$ cat config.mk
export PLATFORM = sky130hd
export DESIGN_NAME = aclk_controller_flat
export DESIGN_NICKNAME = d
export VERILOG_FILES = /design/src/rtl/aclk_controller_if.sv /design/src/rtl/aclk_controller.sv /design/src/flat_wrapper.sv
export SDC_FILE = /design/constraint.sdc
export NUM_CORES = 1
export LEC_CHECK = 0
export BUFFER_PORTS_ARGS = -buffer_cell sky130_fd_sc_hd__buf_2
export CAP_MARGIN = 20
export CORE_UTILIZATION = 51
export DETAILED_ROUTE_END_ITERATION = 7
export GPL_ROUTABILITY_DRIVEN = 0
export GPL_TIMING_DRIVEN = 0
export PLACE_DENSITY = 0.77
export SYNTH_ARGS = -nofsm -noshare
export SYNTH_HDL_FRONTEND = slang
export SYNTH_SLANG_ARGS = --single-unit
$ cat constraint.sdc
create_clock -name clock -period 2.03 [get_ports clock]
set_input_delay 0.1015 -clock clock [delete_from_list [all_inputs] [get_ports clock]]
set_output_delay 0.1015 -clock clock [all_outputs]
set_load 0.005 [all_outputs]
$ cat src/rtl/aclk_controller_if.sv
// Alarm clock controller bus: keypad/button/tick inputs toward the
// controller and display/load strobes back out to the datapath.
interface aclk_controller_if;
    logic       one_second;
    logic       alarm_button;
    logic       time_button;
    logic [3:0] key;
    logic       show_new_time;
    logic       show_alarm;
    logic       shift;
    logic       load_new_a;
    logic       load_new_c;

    // Driver side: the keypad, buttons and seconds tick generator.
    modport master (
        output one_second, alarm_button, time_button, key,
        input  show_new_time, show_alarm, shift, load_new_a, load_new_c
    );

    // Controller side.
    modport slave (
        input  one_second, alarm_button, time_button, key,
        output show_new_time, show_alarm, shift, load_new_a, load_new_c
    );
endinterface

$ cat src/rtl/aclk_controller.sv
// Alarm clock controller: sequences keypad entry into a key buffer and
// decides whether the entered digits load the alarm or the current time.
// Abandons entry after TIMEOUT seconds of inactivity.
module aclk_controller #(
    parameter logic [3:0] NOKEY   = 4'd10,
    parameter int         TIMEOUT = 10
) (
    input logic              clock,
    input logic              reset,
    aclk_controller_if.slave bus
);

    typedef enum logic [2:0] {
        SHOW_TIME  = 3'd0,
        KEY_STORED = 3'd1,
        KEY_WAITED = 3'd2,
        KEY_ENTRY  = 3'd3,
        SHOW_ALARM = 3'd4
    } state_t;

    state_t     state;
    state_t     next_state;
    logic [3:0] count;
    logic       key_lock;
    logic       load_a_next;
    logic       load_c_next;
    logic       timed_out;
    logic       key_down;

    assign key_down  = (bus.key != NOKEY);
    assign timed_out = (count == 4'(TIMEOUT - 1)) && bus.one_second;

    // Next-state and load-request decode; buttons and keys beat a coincident timeout.
    always_comb begin
        next_state  = state;
        load_a_next = 1'b0;
        load_c_next = 1'b0;
        case (state)
            SHOW_TIME: begin
                if (bus.alarm_button)
                    next_state = SHOW_ALARM;
                else if (key_down && !key_lock)
                    next_state = KEY_STORED;
            end
            KEY_STORED: next_state = KEY_WAITED;
            KEY_WAITED: begin
                if (!key_down)
                    next_state = KEY_ENTRY;
                else if (timed_out)
                    next_state = SHOW_TIME;
            end
            KEY_ENTRY: begin
                if (bus.alarm_button) begin
                    next_state  = SHOW_TIME;
                    load_a_next = 1'b1;
                end else if (bus.time_button) begin
                    next_state  = SHOW_TIME;
                    load_c_next = 1'b1;
                end else if (key_down)
                    next_state = KEY_STORED;
                else if (timed_out)
                    next_state = SHOW_TIME;
            end
            SHOW_ALARM: begin
                if (!bus.alarm_button)
                    next_state = SHOW_TIME;
            end
            default: next_state = SHOW_TIME;
        endcase
    end

    // State, inactivity counter, held-key lockout and registered Moore outputs.
    always_ff @(posedge clock) begin
        if (!reset) begin
            state             <= SHOW_TIME;
            count             <= 4'd0;
            key_lock          <= 1'b0;
            bus.shift         <= 1'b0;
            bus.show_new_time <= 1'b0;
            bus.show_alarm    <= 1'b0;
            bus.load_new_a    <= 1'b0;
            bus.load_new_c    <= 1'b0;
        end else begin
            state <= next_state;
            if ((state == KEY_WAITED || state == KEY_ENTRY) && next_state == state) begin
                if (bus.one_second && count != 4'(TIMEOUT))
                    count <= count + 4'd1;
            end else begin
                count <= 4'd0;
            end
            // A key still held when entry times out must be released before it counts again.
            key_lock          <= key_down && (key_lock || (state == KEY_WAITED && timed_out));
            bus.shift         <= (next_state == KEY_STORED);
            bus.show_new_time <= (next_state == KEY_STORED) || (next_state == KEY_WAITED) ||
                                 (next_state == KEY_ENTRY);
            bus.show_alarm    <= (next_state == SHOW_ALARM);
            bus.load_new_a    <= load_a_next;
            bus.load_new_c    <= load_c_next;
        end
    end

endmodule

$ cat src/flat_wrapper.sv
// flat-port wrapper written by rule: the top's interface ports become plain ports
module aclk_controller_flat 
#(
    parameter logic [3:0] NOKEY   = 4'd10,
    parameter int         TIMEOUT = 10
)
  (clock, reset, bus_one_second, bus_alarm_button, bus_time_button, bus_key, bus_show_new_time, bus_show_alarm, bus_shift, bus_load_new_a, bus_load_new_c);
  aclk_controller_if bus_i ();
  input logic clock;
  input logic reset;
  input wire logic [$bits(bus_i.one_second)-1:0] bus_one_second;
  input wire logic [$bits(bus_i.alarm_button)-1:0] bus_alarm_button;
  input wire logic [$bits(bus_i.time_button)-1:0] bus_time_button;
  input wire logic [$bits(bus_i.key)-1:0] bus_key;
  output wire logic [$bits(bus_i.show_new_time)-1:0] bus_show_new_time;
  output wire logic [$bits(bus_i.show_alarm)-1:0] bus_show_alarm;
  output wire logic [$bits(bus_i.shift)-1:0] bus_shift;
  output wire logic [$bits(bus_i.load_new_a)-1:0] bus_load_new_a;
  output wire logic [$bits(bus_i.load_new_c)-1:0] bus_load_new_c;
  assign bus_i.one_second = bus_one_second;
  assign bus_i.alarm_button = bus_alarm_button;
  assign bus_i.time_button = bus_time_button;
  assign bus_i.key = bus_key;
  assign bus_show_new_time = bus_i.show_new_time;
  assign bus_show_alarm = bus_i.show_alarm;
  assign bus_shift = bus_i.shift;
  assign bus_load_new_a = bus_i.load_new_a;
  assign bus_load_new_c = bus_i.load_new_c;
  aclk_controller #(.NOKEY(NOKEY), .TIMEOUT(TIMEOUT)) u_core (.clock(clock), .reset(reset), .bus(bus_i));
endmodule
==> flow_summary.ini <==
[run_status]
run_status = finished clean

[power]
power_switching_share_pct = 25.4
intPower_uw = 366
p_leak_uw = 0.000305
power_density_over_cell_area_nw_per_um2 = 617
clock_power_share_pct = 33.9
power.share.sequential_pct = 53.6
ir_drop_mv = 0.475
p_comb_share_pct = 12.5
power.net_switching_uw = 124

[clocking]
cts_resized = 0
path_clk_slew_ns = 0.08
worstSkewPairLatency_ns = 0.28
cts_made_buffers = 3
post_cts.repair.setup_buffers = 0
clock_sink_count = 13
cts_tree = yes
clock_tree.root_cell = sky130_fd_sc_hd__clkbuf_4
cts-hold-fix-buffers = 0
cts_max_path_buffers = 2
cts_htree_levels = 1

[synth]
synth_top_area_share_pct = 38.0
net_count_after_synthesis = 84
synth.largest_area_cell = sky130_fd_sc_hd__dfxtp_1
ys_seq_area_share_pct = 38.0
synth_cells = 72
ffs_latches_synth = 13
ys_top_cells_by_area = sky130_fd_sc_hd__dfxtp_1 (38%), sky130_fd_sc_hd__ha_1 (5.5%), sky130_fd_sc_hd__nor3_1 (5.1%)
synthesis.area_per_instance_sq_um = 9.52
synth.lib_cells_used.distinct = 33
synth.cell_area_sq_um = 686
yosys_warnings = 0

[sta]
hold_violations = 0
tns_ns = 0
post-route-min-period_ns = 1.81
slew_viol_final = 0
fin_crit_sh_pct = 89.0
final.setup.worst_slack_ns = 0.223
fmax_mhz = 554
relSlewSlack_pct = 68.6
worst-slew-pin-transition_ns = 0.460
finalSetupViolations = 0
rsz0062_at_grt = no
finalClockSkew_ns = 0.00259

[grt]
grt_start_max_net_pins = 11
globalRouteTotalUtil_pct = 21.9
grt_antenna_before_repair = 0
grt_pass1_vias = 524
globalRouteOverflowTotal = 0
grt_first_pass_wirelength_um = 2190

[route]
detailroute.via_count = 589
wl_um = 1300
post-route-drc-count = 0
vias_per_cell = 5.72
postRouteAntennaNets = 0
drt_first_pass_iters = 4
wire_per_inst_um = 12.6
detail_route.iter0.violations = 16

[floorplan]
fp.dieW_um = 38.7
core_region_area_sq_um = 1170
io-pin-count = 14
die_h_um = 38.7
initial_utilization_pct = 58.5
die-area_sq_um = 1490
fp-row-count = 12

[finish]
seqCellArea_sq_um = 260
num-fill-cells = 100
design.final.nets = 102
multi_input_comb_area_sq_um = 392
synthesis_to_finish_area_growth_pct = 15.9
antenna_cells = 0
final_cell_mix = sky130_fd_sc_hd__buf_2 (13), sky130_fd_sc_hd__dfxtp_1 (13), sky130_fd_sc_hd__nand2_1 (8)
drive_gt1_share_pct = 27.0

[hold_path]
hold_start = bus_time_button
worstHoldEndpoint = u_core.bus.load_new_c$_SDFF_PP0_
worst_hold_path_type = in -> reg
min_delay_path_depth = 3

[setup_path]
cp.required_ns = 2.22
worst-endpoint-arrival_ns = 2.00
slowest_stage_cell_on_the_critical_path = sky130_fd_sc_hd__nor4_2
worstPathMaxFanout = 4
timing.critical_path.cells = inv_1 > ha_1 > and4b_1 > nor4_2 > a311oi_2 > nor4bb_1
timing_worst_setup_path_type = reg -> reg
cpPeakStageDelay_ns = 0.41
end_kind = register
cp.buffers_inverters = 1
worst_path_dominant_cell_family = simple AND/OR/NAND/NOR gates
r2r_slack_ns = 0.22
timing.reg2reg.worst_path_depth = 6
kind_of_start_point_of_the_critical_path = register
reg2reg_to = u_core.bus.shift$_SDFF_PN0_
critical_path.reg2reg.startpoint = u_core.count[1]$_SDFFE_PN0P_

[placement]
number_of_buffers_added_on_ports = 13
detailed_place_hpwl_um = 916
place_worst_setup_slack_ns = 0.257

[run]
maxcap_viol_count = 0
state kept, by name, indices dropped and copies added, names as in the netlist:
register	cells
u_core.key_lock	1
u_core.count	4
u_core.bus.show_new_time	1
u_core.state	3
u_core.bus.show_alarm	1
u_core.bus.shift	1
u_core.bus.load_new_a	1
u_core.bus.load_new_c	1
stage by stage:
stage          util, %  cells  hold WS (ns)  instance area, sq um  power [uW]
6_report          67.8    103        0.0545                   795         491
5_1_grt           67.8    103        0.0718                   795         511
4_1_cts           67.8    103        0.0511                   795         492
3_5_place_dp      65.6     99         0.355                   768         329
3_3_place_gp      65.6     99         0.354                   768         328
2_1_floorplan        -     72         0.177                   686         308
cell type report:
type	count	area share, %
plain buffers	3	2.36
well taps	14	2.20
flip-flops and latches	13	32.8
multi-input cells	52	49.3
clock buffers	4	3.31
inverters	4	1.89
repair buffers	13	8.19
synthesized netlist by cell type, drive strengths merged:
cell type and instances:
a2111oi 2, a21o 1, a21oi 4, a311oi 1, a31oi 1, and2b 1, and4b 1, and4bb 1
buf 1, clkbuf 2, dfxtp 13, ha 3, inv 4, mux2 2, nand2 8, nand3 1
nand3b 2, nand4 1, nand4b 1, nor2 2, nor3 7, nor3b 1, nor4 2, nor4bb 1
o21ai 3, or2 1, or3 1, or4b 1, xnor2 1, xor2 2
worst register-to-register path, stage by stage, from the launching register on:
cell and delay [ns]:
sky130_fd_sc_hd__dfxtp_1 0.39, sky130_fd_sc_hd__inv_1 0.08, sky130_fd_sc_hd__ha_1 0.20, sky130_fd_sc_hd__and4b_1 0.23
sky130_fd_sc_hd__nor4_2 0.41, sky130_fd_sc_hd__a311oi_2 0.11, sky130_fd_sc_hd__nor4bb_1 0.29
power by group through the flow:
| stage | Combinational [uW] | Sequential, uW | Clock (uW) |
|---|---|---|---|
| after floorplan | 38.8 | 270 | 0 |
| after global placement | 59.2 | 269 | 0 |
| after detailed placement | 59.7 | 269 | 0 |
| after CTS | 60.3 | 263 | 168 |
| after global routing | 67.5 | 264 | 179 |
| final | 61.1 | 263 | 166 |
metal layers:
metal	global-route usage, %	up-vias	routed length (um)
met4	12.9	0	34
li1	-	294	-
met3	5.20	5	55
met1	26.5	274	642
met2	34.6	16	566
met5	0	-	0
worst max-delay path by stage:
stage                     cells after the start                          from                           end  slack, ns
after floorplan                               6  u_core.count[1]$_SDFFE_PN0P_   u_core.bus.shift$_SDFF_PN0_       0.48
after global placement                        6  u_core.count[1]$_SDFFE_PN0P_   u_core.bus.shift$_SDFF_PN0_       0.30
after detailed placement                      6  u_core.count[1]$_SDFFE_PN0P_   u_core.bus.shift$_SDFF_PN0_       0.26
after CTS                                     6  u_core.count[1]$_SDFFE_PN0P_  u_core.count[3]$_SDFFE_PN0P_       0.24
after global routing                          6  u_core.count[1]$_SDFFE_PN0P_  u_core.count[0]$_SDFFE_PN0P_       0.08
final                                         6  u_core.count[1]$_SDFFE_PN0P_   u_core.bus.shift$_SDFF_PN0_       0.22
cell families after synthesis:
family,share of synthesized area (%)
AO/OA/AOI/OAI,14.6
XOR/XNOR,3.83
adder cells (fa/ha/maj),5.48
buffers and inverters,4.93
flip-flops,38.0
multiplexers,3.28
AND/OR/NAND/NOR,29.9
Note: power is estimated with default switching activity, not from simulation.
